===== config.mk =====
export PLATFORM = sky130hd
export DESIGN_NAME = spi_cmd_queue
export DESIGN_NICKNAME = d
export VERILOG_FILES = /design/src/rtl/gpu_spi_pkg.sv /design/src/rtl/cmd_fifo_mem.sv /design/src/rtl/spi_cmd_queue.sv
export SDC_FILE = /design/constraint.sdc
export NUM_CORES = 1
export LEC_CHECK = 0
export CORE_UTILIZATION = 40
export DETAILED_ROUTE_END_ITERATION = 8
export PLACE_DENSITY_LB_ADDON = 0.08
export SYNTH_ARGS = -nofsm -noshare
export SYNTH_HDL_FRONTEND = slang
export SYNTH_SLANG_ARGS = --single-unit

===== constraint.sdc =====
create_clock -name sys_clk -period 3.9 [get_ports sys_clk]
set_clock_uncertainty 0.15 [all_clocks]
set_input_delay 0.78 -clock sys_clk [delete_from_list [all_inputs] [get_ports sys_clk]]
set_output_delay 0.78 -clock sys_clk [all_outputs]
set_load 0.01 [all_outputs]

===== src/rtl/gpu_spi_pkg.sv =====
// Shared types for the SPI command path: command entry layout and queue FSM states.
package gpu_spi_pkg;

  localparam int unsigned ADDR_W = 7;
  localparam int unsigned DATA_W = 64;

  // One queued SPI transaction.
  typedef struct packed {
    logic              rw;
    logic [ADDR_W-1:0] addr;
    logic [DATA_W-1:0] data;
  } cmd_t;

  localparam int unsigned CMD_W = $bits(cmd_t);

  typedef enum logic {
    ST_IDLE     = 1'b0,
    ST_WAIT_RSP = 1'b1
  } state_t;

endpackage


===== src/rtl/cmd_fifo_mem.sv =====
// Command FIFO storage: DEPTH x cmd_t register array, one write port, asynchronous read port.
module cmd_fifo_mem
  import gpu_spi_pkg::*;
#(
  parameter int unsigned DEPTH = 16,
  localparam int unsigned PW = $clog2(DEPTH)
) (
  input  logic          clk,
  input  logic          wr_en,
  input  logic [PW-1:0] wr_addr,
  input  cmd_t          wr_data,
  input  logic [PW-1:0] rd_addr,
  output cmd_t          rd_data
);

  cmd_t mem [DEPTH];

  // Write port; data array carries no reset, validity is tracked by the queue pointers.
  always_ff @(posedge clk) begin
    if (wr_en) mem[wr_addr] <= wr_data;
  end

  assign rd_data = mem[rd_addr];

endmodule


===== src/rtl/spi_cmd_queue.sv =====
// SPI transaction queue in front of the register file: FWFT command FIFO,
// blocking read handshake (one outstanding read), sticky overflow flag.
// Optional statistics (drop_count, high_water) enabled by macro SPI_CMD_QUEUE_STATS_EN.
module spi_cmd_queue
  import gpu_spi_pkg::*;
#(
  parameter int unsigned DEPTH = 16,
  localparam int unsigned PW = $clog2(DEPTH),
  localparam int unsigned CW = PW + 1
) (
  input  logic              sys_clk,
  input  logic              sys_rst,
  input  logic              in_valid,
  input  logic              in_rw,
  input  logic [ADDR_W-1:0] in_addr,
  input  logic [DATA_W-1:0] in_wdata,
  output logic              cmd_valid,
  output logic              cmd_rw,
  output logic [ADDR_W-1:0] cmd_addr,
  output logic [DATA_W-1:0] cmd_wdata,
  input  logic              cmd_ready,
  input  logic              rsp_valid,
  input  logic [DATA_W-1:0] rsp_data,
  output logic [DATA_W-1:0] rdata,
  output logic [CW-1:0]     fifo_count,
  output logic              fifo_full,
  output logic              fifo_empty,
  output logic              overflow,
`ifdef SPI_CMD_QUEUE_STATS_EN
  output logic [15:0]       drop_count,
  output logic [CW-1:0]     high_water,
`endif
  input  logic              ovf_clear
);

  state_t        state;
  logic [PW-1:0] wr_ptr;
  logic [PW-1:0] rd_ptr;
  logic [CW-1:0] next_count;
  logic          push;
  logic          pop;
  logic          drop;
  logic          next_idle;
  cmd_t          wr_entry;
  cmd_t          head;

  // Admission is judged on the registered (pre-pop) full flag.
  assign push = in_valid & ~fifo_full;
  assign drop = in_valid & fifo_full;
  assign pop  = cmd_valid & cmd_ready;

  // FSM will sit in IDLE next cycle unless a read is popped now or a response is still awaited.
  assign next_idle = (state == ST_IDLE) ? ~(pop & cmd_rw) : rsp_valid;

  assign wr_entry  = '{rw: in_rw, addr: in_addr, data: in_wdata};
  assign cmd_rw    = head.rw;
  assign cmd_addr  = head.addr;
  assign cmd_wdata = head.data;

  cmd_fifo_mem #(.DEPTH(DEPTH)) u_mem (
    .clk    (sys_clk),
    .wr_en  (push),
    .wr_addr(wr_ptr),
    .wr_data(wr_entry),
    .rd_addr(rd_ptr),
    .rd_data(head)
  );

  // Occupancy after this cycle's push/pop.
  always_comb begin
    next_count = fifo_count;
    if (push && !pop)      next_count = fifo_count + CW'(1);
    else if (!push && pop) next_count = fifo_count - CW'(1);
  end

  // Pointers, count, status flags and head-valid, all registered from next-state values.
  always_ff @(posedge sys_clk or posedge sys_rst) begin
    if (sys_rst) begin
      wr_ptr     <= '0;
      rd_ptr     <= '0;
      fifo_count <= '0;
      fifo_full  <= 1'b0;
      fifo_empty <= 1'b1;
      cmd_valid  <= 1'b0;
    end else begin
      if (push) wr_ptr <= wr_ptr + PW'(1);
      if (pop)  rd_ptr <= rd_ptr + PW'(1);
      fifo_count <= next_count;
      fifo_full  <= (next_count == CW'(DEPTH));
      fifo_empty <= (next_count == '0);
      cmd_valid  <= (next_count != '0) && next_idle;
    end
  end

  // Read handshake FSM; rdata only updates on a response that is actually awaited.
  always_ff @(posedge sys_clk or posedge sys_rst) begin
    if (sys_rst) begin
      state <= ST_IDLE;
      rdata <= '0;
    end else begin
      case (state)
        ST_IDLE: begin
          if (pop && cmd_rw) state <= ST_WAIT_RSP;
        end
        ST_WAIT_RSP: begin
          if (rsp_valid) begin
            rdata <= rsp_data;
            state <= ST_IDLE;
          end
        end
        default: state <= ST_IDLE;
      endcase
    end
  end

  // Sticky overflow; a new drop beats a simultaneous clear.
  always_ff @(posedge sys_clk or posedge sys_rst) begin
    if (sys_rst)        overflow <= 1'b0;
    else if (drop)      overflow <= 1'b1;
    else if (ovf_clear) overflow <= 1'b0;
  end

`ifdef SPI_CMD_QUEUE_STATS_EN
  // Saturating drop counter and occupancy high-water mark.
  always_ff @(posedge sys_clk or posedge sys_rst) begin
    if (sys_rst) begin
      drop_count <= '0;
      high_water <= '0;
    end else if (ovf_clear) begin
      drop_count <= drop ? 16'd1 : 16'd0;
      high_water <= '0;
    end else begin
      if (drop && (drop_count != 16'hFFFF)) drop_count <= drop_count + 16'd1;
      if (next_count > high_water)          high_water <= next_count;
    end
  end
`endif

endmodule


==> impl_metrics.py <==
metrics = {
    "clocking": {
        "cts_root_buf": "clkbuf_16",
        "numClockSinks": 1234,
        "clk_pin_slew_ns": 0.06,
        "cts_tree": "built",
        "insertion_delay_ns": 0.73,
        "clockBufferDepth": 3,
        "htree_levels": 4,
        "cts_buffers": 135,
    },
    "die": {
        "initial_utilization_pct": 40.6,
        "num_rows": 124,
        "pin_count": 287,
        "chipHeight_um": 344,
        "fp.dieW_um": 344,
        "core_um2": 115000,
        "dieArea_um2": 118000,
    },
    "critical_path": {
        "cp_max_fo": 8,
        "cp_data_required_time_ns": 2.97,
        "crit_path_end_kind": "output port",
        "r2r_start": "fifo_full",
        "cp-startpoint": "rd_ptr[0]",
        "arrival_ns": 3.05,
        "worst-setup-path-type": "register to output port",
        "reg2reg_slack_ns": 1.45,
        "critPathSlowestCell": "dfrtp_4",
        "max_stage_delay_ns": 0.51,
        "r2r_cells": 4,
        "start_kind": "register",
        "cp-endpoint": "cmd_wdata[53]",
        "crit_chain": "buf_12 > buf_16 > buf_12 > buf_16 > buf_12 > mux4_2 > mux4_2 > buf_6",
        "reg2reg_to": "u_mem.mem[10][23]",
        "cpMostUsedCell": "buf_12",
    },
    "logic_synthesis": {
        "syn_inst": 1858,
        "synth.distinct_cells": 35,
        "synth.area.top_cells": "edfxtp_1 (74%), mux4_2 (17%), dfrtp_1 (4.3%)",
        "synth_top_area_share_pct": 74.1,
        "synthArstFlopShare_pct": 6.65,
        "synth_edf_count": 1152,
        "synth_nets": 2007,
        "yosys_warnings": 0,
        "ys_seq_area_share_pct": 78.5,
        "syn_area_um2": 46700,
        "syn_avg_cell_area_um2": 25.1,
        "yosys.area.top_type": "edfxtp_1",
        "synth_flop_cell": "edfxtp_1",
        "ys_seq_elements": 1234,
    },
    "status": {
        "status": "complete, but fails checks",
        "violations": "negative setup slack",
    },
    "sta": {
        "hold_viol": 0,
        "rsz0062_at_grt": "yes",
        "slew_headroom_pct": 47.3,
        "fmax_ghz": 0.251,
        "finalCriticalPeriod_ns": 3.98,
        "tightest_slew_ns": 0.789,
        "setup_violations": 9,
        "final-max-slew-violation-count": 0,
        "fin_ws_ns": -0.0800,
        "fin_tns_setup_ns": -0.405,
        "min_period_over_period_pct": 102,
    },
    "placement": {
        "portBuffers": 286,
        "routabilityCongestion": 0.728,
        "placedInstanceArea_um2": 52300,
        "placedCellCount": 3650,
        "hpwlAfterDp_mm": 60.3,
        "dp_worst_setup_slack_ns": 0.342,
    },
    "finish": {
        "final_nets": 2519,
        "antennaDiodeCount": 0,
        "drive_gt1_share_pct": 35.5,
        "nFillCells": 9048,
        "instances_no_fill": 3986,
        "multiInputGateArea_um2": 9450,
        "area_growth_pct": 24.4,
        "regArea_um2": 36700,
        "fin_area_um2": 58100,
    },
    "global_routing": {
        "grt_pass1_wl_mm": 165,
        "overflow": 0,
        "grt_max_degree": 56,
        "grt_usage_pct": 19.8,
        "grt_pass1_vias": 23200,
        "antenna_found_initial": 6,
    },
    "power_and_ir_drop": {
        "powerDensity_nw_per_um2": 763,
        "p_leak_nw": 18.9,
        "max-vdd-ir-drop_mv": 0.518,
        "p_total_w": 0.0443,
    },
    "job": {
        "drv_cap": 0,
    },
    "hold_path": {
        "hp-start": "rdata[21]",
        "min_path_type": "register to register",
    },
    "route": {
        "vias_per_cell": 5.41,
        "ant_nets": 0,
        "drt_iter0_drc": 1835,
        "dr.pass1.iters": 5,
        "dr_total_vias": 21600,
        "post_drt_wl_per_cell_um": 28.9,
        "drcViolationCount": 0,
        "drt-total-wl_mm": 115,
    },
}
## critical path: cells and delay by family, from the launching register on
kind,cells,cell delay (ns)
muxes,2,0.92
buffers and inverters,6,0.87
DFF,1,0.51
## metal layers
metal	vias up	GRT usage, %	part of all wire (%)
met1	11800	26.3	41
met4	8	5.28	1.8
li1	9074	-	-
met3	149	3.34	4.4
met2	514	33.8	52
met5	-	0	0.041
## timing repair
| item | in CTS | in global routing |
|---|---|---|
| resized for setup | 354 | 62 |
| setup buffers | 62 | 13 |
| hold buffers | 0 | 0 |
| setup endpoints to repair | 72 | 62 |
| cloned | 24 | 3 |
## worst min path at each step
stage	slack [ns]	cells past startpoint	end
floorplan	0.34	1	wr_ptr[3]
global placement	0.34	1	rdata[23]
detailed placement	0.34	1	rdata[23]
CTS	0.34	2	rdata[29]
global route	0.36	1	rdata[9]
finish	0.35	1	rdata[21]
## cells by family after synthesis
| kind of cell | synth area share, % |
|---|---|
| muxes | 18.8 |
| AOI/OAI and AO/OA | 0.212 |
| DFF | 78.5 |
| xor gates and xnor gates | 0.188 |
| adders and majority gates | 0.188 |
| and+or+nand+nor | 0.726 |
| buffers and inverters | 1.33 |
## cell usage in the layout, fill, tap and decap left out, types with 3 or more instances in the layout
cell             count
edfxtp_1          1152
mux4_2             355
clkdlybuf4s50_1    214
clkbuf_16          144
dfrtp_1             77
buf_12              73
buf_6               70
mux2_2              64
buf_4               53
clkinv_1            34
buf_16              28
clkinv_2            22
clkbuf_1            22
and2_4              16
buf_2               13
nand2_1             12
inv_1                9
nor2_1               8
xnor2_1              8
mux2i_1              8
inv_6                8
ha_1                 7
o21ai_0              6
nand3_1              5
bufinv_16            5
clkinvlp_4           5
clkbuf_2             5
nand3b_1             4
nand4_1              4
buf_8                4
dfrtp_4              4
a22oi_1              3
## report_power, final
part	internal, W	total, W	leakage [nW]	switching (W)
logic	0.00860	0.0156	5.52	0.00698
registers	0.0161	0.0167	11.4	0.000542
clock network	0.00696	0.0120	2.04	0.00506
## sequential cells by signal (all words and copies together), names as in the netlist
| register | count |
|---|---|
| u_mem.mem | 1152 |
| fifo_empty | 1 |
| wr_ptr | 4 |
| fifo_count | 5 |
| state | 1 |
| cmd_valid | 1 |
| overflow | 1 |
| rd_ptr | 4 |
| rdata | 64 |
| fifo_full | 1 |
## stage by stage
step | hold WS, ns | utilization, %
after floorplan | 0.343 | -
after global placement | 0.337 | 45.5
after detailed placement | 0.341 | 45.5
after CTS | 0.338 | 50.4
after global routing | 0.359 | 50.5
final | 0.351 | 50.5
## final cells by class
cell class,count,share of cell area (%)
clock buffers,165,6.26
clock inverters,76,0.915
inverters,10,0.0668
multi-input cells,522,16.3
flip-flops and latches,1234,63.1
well taps,1512,3.26
repair buffers,467,10.1
## Yosys cell counts (3+ instances only)
| library cell | count |
|---|---|
| o21ai_0 | 6 |
| nand3_1 | 5 |
| xnor2_1 | 8 |
| inv_1 | 10 |
| dfrtp_1 | 81 |
| buf_1 | 4 |
| clkbuf_1 | 48 |
| ha_1 | 7 |
| nand3b_1 | 4 |
| nand2_1 | 13 |
| nor2_1 | 8 |
| mux2i_1 | 8 |
| and2_1 | 18 |
| buf_2 | 10 |
| buf_6 | 30 |
| edfxtp_1 | 1152 |
| a22oi_1 | 3 |
| nand4_1 | 4 |
| mux4_2 | 355 |
| mux2_2 | 64 |
Note: power is estimated with default switching activity, not from simulation.
